`config.mk`:
```
export PLATFORM = sky130hd
export DESIGN_NAME = unipolar_rz_receiver
export DESIGN_NICKNAME = d
export VERILOG_FILES = /design/src/rtl/unipolar_rz_pkg.sv /design/src/rtl/unipolar_rz_sync.sv /design/src/rtl/unipolar_rz_receiver.sv
export SDC_FILE = /design/constraint.sdc
export NUM_CORES = 1
export LEC_CHECK = 0
export ABC_AREA = 1
export CAP_MARGIN = 40
export CORE_MARGIN = 4
export CORE_UTILIZATION = 50
export DETAILED_ROUTE_END_ITERATION = 12
export HOLD_SLACK_MARGIN = 0.15
export PLACE_DENSITY_LB_ADDON = 0.1
export SYNTH_ARGS = -nofsm -noshare
export SYNTH_HDL_FRONTEND = slang
export SYNTH_SLANG_ARGS = --single-unit
```
`constraint.sdc`:
```
create_clock -name clock -period 3.1 [get_ports clock]
set_input_delay 0.62 -clock clock [delete_from_list [all_inputs] [get_ports clock]]
set_output_delay 0.62 -clock clock [all_outputs]
set_load 0.1 [all_outputs]
```
`src/rtl/unipolar_rz_pkg.sv`:
```
// Shared types and helpers for the unipolar return-to-zero receiver.
// Holds the FSM state encoding and the seconds-to-cycles conversion used
// to derive every timing limit from the clock rate.
package unipolar_rz_pkg;

    // Receiver FSM states:
    //   SYNC - waiting for a clean reset gap before trusting the line
    //   LOW  - between pulses, measuring low time
    //   HIGH - inside a pulse, measuring high time
    typedef enum logic [1:0] {
        SYNC = 2'd0,
        LOW  = 2'd1,
        HIGH = 2'd2
    } rz_rx_state_t;

    // Convert a duration in seconds to a whole number of clock cycles,
    // rounding to nearest. Durations are always positive, so adding one
    // half before truncation is enough.
    function automatic int time_to_cycles(real t, real rate);
        return $rtoi(t * rate + 0.5);
    endfunction

endpackage

```
`src/rtl/unipolar_rz_sync.sv`:
```
// Two-flop synchronizer for the asynchronous serial line, followed by one
// extra register so the caller can detect edges on the synchronized signal.
//   line_s   : line after two flops (safe to use in the clock domain)
//   line_s_d : line_s delayed by one more cycle
// Rising edge  = line_s & ~line_s_d
// Falling edge = ~line_s & line_s_d
module unipolar_rz_sync (
    input  logic clock,
    input  logic reset,
    input  logic line,
    output logic line_s,
    output logic line_s_d
);

    logic line_meta;

    // Synchronizer chain plus edge-detect delay; reset forces the line low.
    always_ff @(posedge clock) begin
        if (reset) begin
            line_meta <= 1'b0;
            line_s    <= 1'b0;
            line_s_d  <= 1'b0;
        end else begin
            line_meta <= line;
            line_s    <= line_meta;
            line_s_d  <= line_s;
        end
    end

endmodule

```
`src/rtl/unipolar_rz_receiver.sv`:
```
// Unipolar return-to-zero (WS2812/SK6805-style) receiver.
//
// Measures each high pulse on the synchronized line in clock cycles,
// classifies it as a 0 or 1 bit, and assembles DATA_WIDTH bits LSB first.
// A long low period is reported as a reset/latch gap. Pulses that are too
// short or too long, and words cut short by a gap, are reported as errors
// and force a resynchronization.
//
// Output protocol: valid, latch and error are single-cycle strobes with no
// ready/backpressure. data changes only in the cycle valid is high and then
// holds until the next complete word; a consumer must capture data in the
// valid cycle. valid never coincides with latch or error.
//
// The FSM state is exported on `state` so checkers can follow the decoder.
module unipolar_rz_receiver
    import unipolar_rz_pkg::*;
#(
    parameter int  DATA_WIDTH     = 24,
    parameter real CLOCK_RATE     = 100e6,
    parameter real ZERO_HIGH_TIME = 0.3e-6,
    parameter real ONE_HIGH_TIME  = 0.6e-6,
    parameter real RESET_TIME     = 80e-6
) (
    input  logic                  clock,
    input  logic                  reset,
    input  logic                  line,
    output logic [DATA_WIDTH-1:0] data,
    output logic                  valid,
    output logic                  latch,
    output logic                  error,
    output rz_rx_state_t          state
);

    // ------------------------------------------------------------------
    // Timing limits in clock cycles
    // ------------------------------------------------------------------
    localparam int Z = time_to_cycles(ZERO_HIGH_TIME, CLOCK_RATE);
    localparam int O = time_to_cycles(ONE_HIGH_TIME, CLOCK_RATE);
    localparam int R = time_to_cycles(RESET_TIME, CLOCK_RATE);

    // Shortest legal pulse, 0/1 decision point, longest legal pulse.
    localparam int HMIN   = Z / 2;
    localparam int THRESH = (Z + O) / 2;
    localparam int HMAX   = O + (O - Z) / 2;

    // Counter widths: the high counter must be able to hold HMAX+1 and the
    // low counter must be able to hold R.
    localparam int HW = $clog2(HMAX + 2);
    localparam int LW = $clog2(R + 1);
    localparam int BW = (DATA_WIDTH > 1) ? $clog2(DATA_WIDTH) : 1;

    localparam logic [HW-1:0] HMIN_C   = HW'(HMIN);
    localparam logic [HW-1:0] THRESH_C = HW'(THRESH);
    localparam logic [HW-1:0] HMAX_C   = HW'(HMAX);
    localparam logic [HW-1:0] HIGH_ONE = HW'(1);
    localparam logic [LW-1:0] R_C      = LW'(R);
    localparam logic [LW-1:0] R_LAST   = LW'(R - 1);
    localparam logic [LW-1:0] LOW_ONE  = LW'(1);
    localparam logic [BW-1:0] LAST_BIT = BW'(DATA_WIDTH - 1);
    localparam logic [BW-1:0] BIT_ONE  = BW'(1);

    // ------------------------------------------------------------------
    // Line synchronization and edge detection
    // ------------------------------------------------------------------
    logic line_s;
    logic line_s_d;
    logic rise;
    logic fall;

    unipolar_rz_sync u_sync (
        .clock    (clock),
        .reset    (reset),
        .line     (line),
        .line_s   (line_s),
        .line_s_d (line_s_d)
    );

    assign rise = line_s & ~line_s_d;
    assign fall = ~line_s & line_s_d;

    // ------------------------------------------------------------------
    // Datapath state
    // ------------------------------------------------------------------
    logic [HW-1:0]         high_cnt;
    logic [LW-1:0]         low_cnt;
    logic [BW-1:0]         bit_count;
    logic [DATA_WIDTH-1:0] shift_reg;

    logic                  pulse_short;
    logic                  pulse_one;
    logic [DATA_WIDTH-1:0] word_next;

    // Classify the pulse just ended and form the word with that bit placed.
    always_comb begin
        pulse_short          = (high_cnt < HMIN_C);
        pulse_one            = (high_cnt >= THRESH_C);
        word_next            = shift_reg;
        word_next[bit_count] = pulse_one;
    end

    // ------------------------------------------------------------------
    // Decoder FSM with registered strobes
    // ------------------------------------------------------------------
    // Single sequential block: state, counters, shift register and outputs.
    always_ff @(posedge clock) begin
        if (reset) begin
            state     <= SYNC;
            high_cnt  <= '0;
            low_cnt   <= '0;
            bit_count <= '0;
            shift_reg <= '0;
            data      <= '0;
            valid     <= 1'b0;
            latch     <= 1'b0;
            error     <= 1'b0;
        end else begin
            valid <= 1'b0;
            latch <= 1'b0;
            error <= 1'b0;

            case (state)
                // Ignore all pulses until the line has been low for a full
                // reset gap. The gap that ends SYNC is not reported as a
                // latch, so the low counter is parked at its saturated value.
                SYNC: begin
                    if (line_s) begin
                        low_cnt <= '0;
                    end else if (low_cnt >= R_LAST) begin
                        state   <= LOW;
                        low_cnt <= R_C;
                    end else begin
                        low_cnt <= low_cnt + LOW_ONE;
                    end
                end

                // Between pulses: a rising edge starts a measurement, a
                // long enough low period is a latch gap (reported once).
                LOW: begin
                    if (rise) begin
                        state    <= HIGH;
                        high_cnt <= HIGH_ONE;
                    end else if (!line_s && (low_cnt < R_C)) begin
                        low_cnt <= low_cnt + LOW_ONE;
                        if (low_cnt == R_LAST) begin
                            latch <= 1'b1;
                            // A gap in the middle of a word drops the word.
                            if (bit_count != '0) begin
                                error     <= 1'b1;
                                bit_count <= '0;
                                shift_reg <= '0;
                                low_cnt   <= '0;
                                state     <= SYNC;
                            end
                        end
                    end
                end

                // Inside a pulse: on the falling edge classify the width;
                // give up as soon as the pulse outgrows the longest 1 bit.
                HIGH: begin
                    if (fall) begin
                        if (pulse_short) begin
                            error     <= 1'b1;
                            bit_count <= '0;
                            shift_reg <= '0;
                            low_cnt   <= '0;
                            state     <= SYNC;
                        end else begin
                            state   <= LOW;
                            low_cnt <= LOW_ONE;
                            if (bit_count == LAST_BIT) begin
                                data      <= word_next;
                                valid     <= 1'b1;
                                bit_count <= '0;
                                shift_reg <= '0;
                            end else begin
                                shift_reg <= word_next;
                                bit_count <= bit_count + BIT_ONE;
                            end
                        end
                    end else if (high_cnt >= HMAX_C) begin
                        error     <= 1'b1;
                        bit_count <= '0;
                        shift_reg <= '0;
                        low_cnt   <= '0;
                        state     <= SYNC;
                    end else begin
                        high_cnt <= high_cnt + HIGH_ONE;
                    end
                end

                default: begin
                    state     <= SYNC;
                    low_cnt   <= '0;
                    bit_count <= '0;
                    shift_reg <= '0;
                end
            endcase
        end
    end

endmodule
```
==> results of run 1 <==
-- routing by layer --
| layer | vias up | GRT usage (%) |
|---|---|---|
| li1 | 2093 | - |
| met1 | 1871 | 28.3 |
| met4 | 0 | 6.54 |
| met2 | 90 | 34.4 |
| met5 | - | 0 |
| met3 | 9 | 2.98 |
-- Yosys cell counts --
master,n
nand3_2,4
nor4_1,1
nor2_4,3
inv_1,55
xor2_1,9
ha_1,11
nand4_2,2
a21oi_2,7
nand3_1,59
nor3b_1,1
nand4_1,7
o21ai_1,1
buf_6,3
nor2_8,1
nor3_1,6
inv_2,2
clkbuf_1,12
nand2_1,138
nand2_2,12
buf_8,1
a31oi_1,4
xnor2_1,2
dfxtp_1,80
nand3b_1,2
buf_4,4
a21oi_1,51
o21ai_0,50
buf_2,10
nor2_1,98
nor2_2,5
-- worst min-delay path by stage --
stage,startpoint,to,depth (start not counted)
after global placement,u_sync.line_meta,u_sync.line_s,2
after detailed placement,u_sync.line_meta,u_sync.line_s,2
after CTS,u_sync.line_meta,u_sync.line_s,2
after floorplan,u_sync.line_meta,u_sync.line_s,2
after global routing,u_sync.line_meta,u_sync.line_s,2
final,u_sync.line_meta,u_sync.line_s,2
-- power groups by stage --
stage / sequential, uW / combinational, uW / clock (uW)
finish: 1090 / 508 / 853
global route: 1100 / 567 / 913
CTS: 1090 / 504 / 876
detailed placement: 1120 / 502 / 0
global placement: 1110 / 503 / 0
floorplan: 1150 / 396 / 0
-- metrics by stage --
step	area, sq um	instances	hold slack [ns]	setup WS (ns)	util, %
after floorplan	4330	641	0.388	0.760	-
after global placement	4550	751	0.400	0.715	54.8
after detailed placement	4550	751	0.402	0.631	54.8
after CTS	4770	767	0.418	0.603	57.4
after global routing	4770	767	0.461	0.265	57.4
final	4770	767	0.420	0.592	57.4
-- cells by family (layout without fill, tap and decap cells) --
logic type      after synthesis  after routing  share of synthesized area (%)
compound gates              113            113                           13.8
xor+xnor                     11             11                           2.23
fa+ha+maj                    11             11                           3.18
buf+inv                      87            108                           8.96
flops                        80             80                           37.0
simple gates                339            339                           34.9
-- worst max-delay path: stages, from the launching register on --
cell and delay [ns]:
dfxtp_1 0.40, inv_1 0.11, nor2_2 0.13, nand2_1 0.08
nand2_2 0.12, nand3_2 0.15, nor2_2 0.58, inv_1 0.52
nor2_1 0.25, nor2_1 0.06
-- layout make-up --
type                            count  area, sq um  share of cell area (%)
Clock buffer                        9          124                    2.60
Timing Repair Buffer               35          263                    5.51
Sequential cell                    80         1600                    33.6
Multi-Input combinational cell    474         2340                    49.1
Inverter                           57          214                    4.49
Clock inverter                      7         93.8                    1.97
Tap cell                          105          131                    2.76
==> results.toml, run 1 <==
[worst_hold_path]
worstHoldPathType = "reg -> reg"

[floorplanning]
io_pins = 32
fp.dieH_um = 101
core_area_sq_mm = 0.00830
fp-row-count = 33
dieArea_sq_mm = 0.0102
dieWidth_um = 101
start_util_pct = 52.2

[cts]
clk_latency_ns = 0.35
cts_hold_buf = 0
cts_inserted_buffers = 9
h-tree-depth = 3
cts_setup_buffers = 0
clock_sinks = 80
clk_pin_slew_ns = 0.09
cts_resized = 0
cts_tree = "built"
clockBufferDepth = 2
root_buffer = "clkbuf_8"

[critical_path]
crit_end = "data[11]"
arrival_ns = 2.75
crit_start = "high_cnt[0]"
crit_type = "reg -> reg"
rr_endpoint = "data[11]"
worstPathRequired_ns = 3.34
r2r_setup_slack_ns = 0.59
worstSetupEndpointType = "register"
ff2ff_path_depth = 9
crit-reg2reg-launch = "high_cnt[0]"
cp-start-kind = "register"
crit_fanout = 21

[global_route]
first_global_vias = 3812
grt_max_degree = 49
antenna_found_initial = 0
grt_pass1_wl_um = 17600
gr-total-overflow = 0
grt_util_all_layers_pct = 20.9

[power_and_ir_drop]
p_total_uw = 2450
powerDensity_mw_per_mm2 = 514
combPwrFrac_pct = 20.7
intPower_uw = 1640
vdd_drop_max_mv = 0.268
power.switching_uw = 815
seqPwrFrac_pct = 44.5
power_frac_clock_pct = 34.8
p_leak_uw = 0.00194
swShare_pct = 33.2

[sta]
final_hold_viol_count = 0
finClkSkew_ns = 0.0120
fin_crit_ns = 2.51
setup-violations-final = 0
drv_slew = 0
finalCritPeriodShare_pct = 80.9
setup_tns_ns = 0
maxSlewHeadroom_pct = 43.8
rsz0062_at_grt = "false"
worst_slew_pin_slew_ns = 0.843
fmax_mhz = 399

[drt]
wl_um = 10200
vias = 4063
drcViolationCount = 0
vias_per_cell = 5.30
dr.pass1.iters = 5
wl_met3_um = 426
dr_wl_met2_um = 4670
drt_iter0_drc = 265
highest_layer = "met4"
met1_length_um = 4970
antenna_left = 0
wl_per_cell_um = 13.3

[placed_design]
dp_hpwl_um = 6860
place.gp.congestion = 0.918
portBuffers = 31

[logic_synthesis]
yosys.area.top_type = "dfxtp_1"
synth_area_leaders = "dfxtp_1, nand2_1, nor2_1"
synth.cell_area_sq_mm = 0.00433
syn-num-nets = 655
ys_ff_latch = 80
ys.warnings.count = 0
netlist_instances = 641
netlist.area_leader.share_pct = 37.0
synthDistinctLibCells = 30
ys_seq_area_share_pct = 37.0
syn_area_per_cell_sq_um = 6.75

[finish]
mostFrequentLayoutCells = "nand2_1, nor2_1, dfxtp_1"
syn_to_final_growth_pct = 10.1
layout-drive-gt1-share_pct = 13.0
final_nets = 671
antenna_cells = 0
nFillCells = 829
final_common_cell = "nand2_1"
largest_reg_flops = 24

[status]
status = "finished clean"

[run]
maxCapViolations = 0
Note: power is estimated with default switching activity, not from simulation.
==> run 2, diff against run 1 <==
==> constraint.sdc (replaced) <==
create_clock -name clock -period 2.05 [get_ports clock]
set_input_delay 0.41 -clock clock [delete_from_list [all_inputs] [get_ports clock]]
set_output_delay 0.41 -clock clock [all_outputs]
set_load 0.1 [all_outputs]
==> run 2 against run 1 <==
Compared with the run above: combinational power increased by 91%; routed wire length increased by 4.1%; count of clock-buffer cells in the layout unchanged; clock skew about the same; non-clock buffer count increased by 12; critical path depth up 3; worst hold slack better by 0.0067 ns; global-route usage grew 0.96 points; power rose by 60%; sequential power is 51% higher; sequential share of layout area down 1.1 points; die area unchanged; critical endpoint is now shift_reg[15]; largest cell class unchanged.
==> results.toml, run 2 (synthesis results as in run 1) <==
[status]
status = "finished clean"

[sta]
finalCritPeriodShare_pct = 92.9
setup-violations-final = 0
rsz0062_at_grt = "true"
final_hold_viol_count = 0
fin_crit_ns = 1.90
maxSlewHeadroom_pct = 54.4
postLayoutSetupSlackWorst_ns = 0.146
worst_slew_pin_slew_ns = 0.683
finClkSkew_ns = 0.0119
setup_tns_ns = 0
drv_slew = 0
fmax_mhz = 525

[floorplanning]
fp-row-count = 33
dieWidth_um = 101
core_area_sq_mm = 0.00830
dieArea_sq_mm = 0.0102
start_util_pct = 52.2
io_pins = 32
fp.dieH_um = 101

[drt]
dr_wl_met2_um = 4840
vias_per_cell = 5.31
drt_iter0_drc = 317
highest_layer = "met4"
dr.pass1.iters = 5
met1_length_um = 5170
drcViolationCount = 0
vias = 4139
wl_um = 10600
antenna_left = 0
wl_per_cell_um = 13.6
wl_met3_um = 438

[critical_path]
cp-start-kind = "register"
worstSetupEndpointType = "register"
cp_top_family = "simple AND/OR/NAND/NOR gates"
crit-reg2reg-launch = "high_cnt[0]"
cp_num_buf_inv = 1
crit_type = "reg -> reg"
crit_top_cell = "nand2_1"
cp_slowest_cell = "dfxtp_1"
critical-path-max-stage-delay_ns = 0.35
arrival_ns = 2.13
crit_fanout = 14
crit_chain = "ha_1 -> nor2_1 -> nand2_1 -> nand2_1 -> nand2_1 -> nand2_1 -> nand3_4 -> nand2_2 -> nor2_4 -> buf_12 -> nand3_1 -> a21oi_1"
worstPathRequired_ns = 2.27
crit_start = "high_cnt[0]"

[power_and_ir_drop]
vdd_drop_max_mv = 0.441
swShare_pct = 34.0
intPower_uw = 2590
seqPwrFrac_pct = 42.0
powerDensity_mw_per_mm2 = 794
p_leak_uw = 0.00201
power_frac_clock_pct = 33.3
combPwrFrac_pct = 24.8
power.switching_uw = 1330

[run]
maxCapViolations = 0

[placed_design]
dp_hpwl_um = 7040
portBuffers = 31
placement.cell_area_sq_mm = 0.00466
post-place-ws_ns = 0.0796
place.gp.congestion = 0.868

[finish]
largest_reg_flops = 24
antenna_cells = 0
regArea_sq_mm = 0.00160
syn_to_final_growth_pct = 14.1
layout-drive-gt1-share_pct = 15.4
mostFrequentLayoutCells = "nand2_1, nor2_1, dfxtp_1"
final_common_cell = "nand2_1"
final_nets = 685
nFillCells = 770
multi_input_area_sq_mm = 0.00238
design_area_sq_mm = 0.00494

[global_route]
grt_pass1_wl_um = 18100
grt_util_all_layers_pct = 21.9
gr-total-overflow = 0
grt_max_degree = 49
first_global_vias = 3878
antenna_found_initial = 0

[cts]
clockBufferDepth = 2
clk_latency_ns = 0.36
cts_hold_buf = 0
cts_tree = "built"
clock_sinks = 80
h-tree-depth = 3
root_buffer = "clkbuf_8"
clk_pin_slew_ns = 0.09
cts_inserted_buffers = 9

[worst_hold_path]
min-delay-start = "u_sync.line_meta"
worstHoldPathType = "reg -> reg"
-- run 2: worst paths after layout --
check             slack (ns)  cells past startpoint            end
setup / recovery        0.15                     12  shift_reg[15]
hold / removal          0.43                      2  u_sync.line_s
setup reg to reg        0.15                     12  shift_reg[15]
hold reg to reg         0.43                      2  u_sync.line_s
-- run 2: metal layers --
layer,up-vias,track usage (%)
met5,-,0
met4,0,8.79
met3,15,3.39
met2,97,34.4
met1,1900,29.9
li1,2127,-
-- run 2: per-stage QoR --
step / hold WS [ns] / cells / power, uW / util, %
global route: 0.463 / 780 / 4120 / 59.5
floorplan: 0.388 / 641 / 2340 / -
global placement: 0.407 / 762 / 2520 / 56.1
CTS: 0.433 / 777 / 3830 / 58.8
finish: 0.427 / 780 / 3920 / 59.5
detailed placement: 0.412 / 762 / 2530 / 56.1
-- run 2: layout make-up --
type | instances | area share, %
Multi-Input combinational cell | 476 | 48.3
Sequential cell | 80 | 32.5
Timing Repair Buffer | 47 | 7.90
Inverter | 57 | 4.33
Tap cell | 105 | 2.66
Clock buffer | 9 | 2.51
Clock inverter | 6 | 1.87
-- run 2: what timing repair did --
item,CTS,global route
resized for setup,0,6
hold endpoints to repair,0,0
setup buffers,0,1
setup endpoints to repair,0,58
-- run 2: power by group through the flow --
stage               registers (uW)  clock network, uW  logic, uW
floorplan                     1740                  0        599
global placement              1680                  0        837
detailed placement            1680                  0        847
CTS                           1650               1330        853
global route                  1650               1410       1060
finish                        1650               1300        972
-- run 2: worst min-delay path: stages (launching register included) --
cell and delay [ns]:
dfxtp_1 0.31, inv_1 0.05, nor2_1 0.03
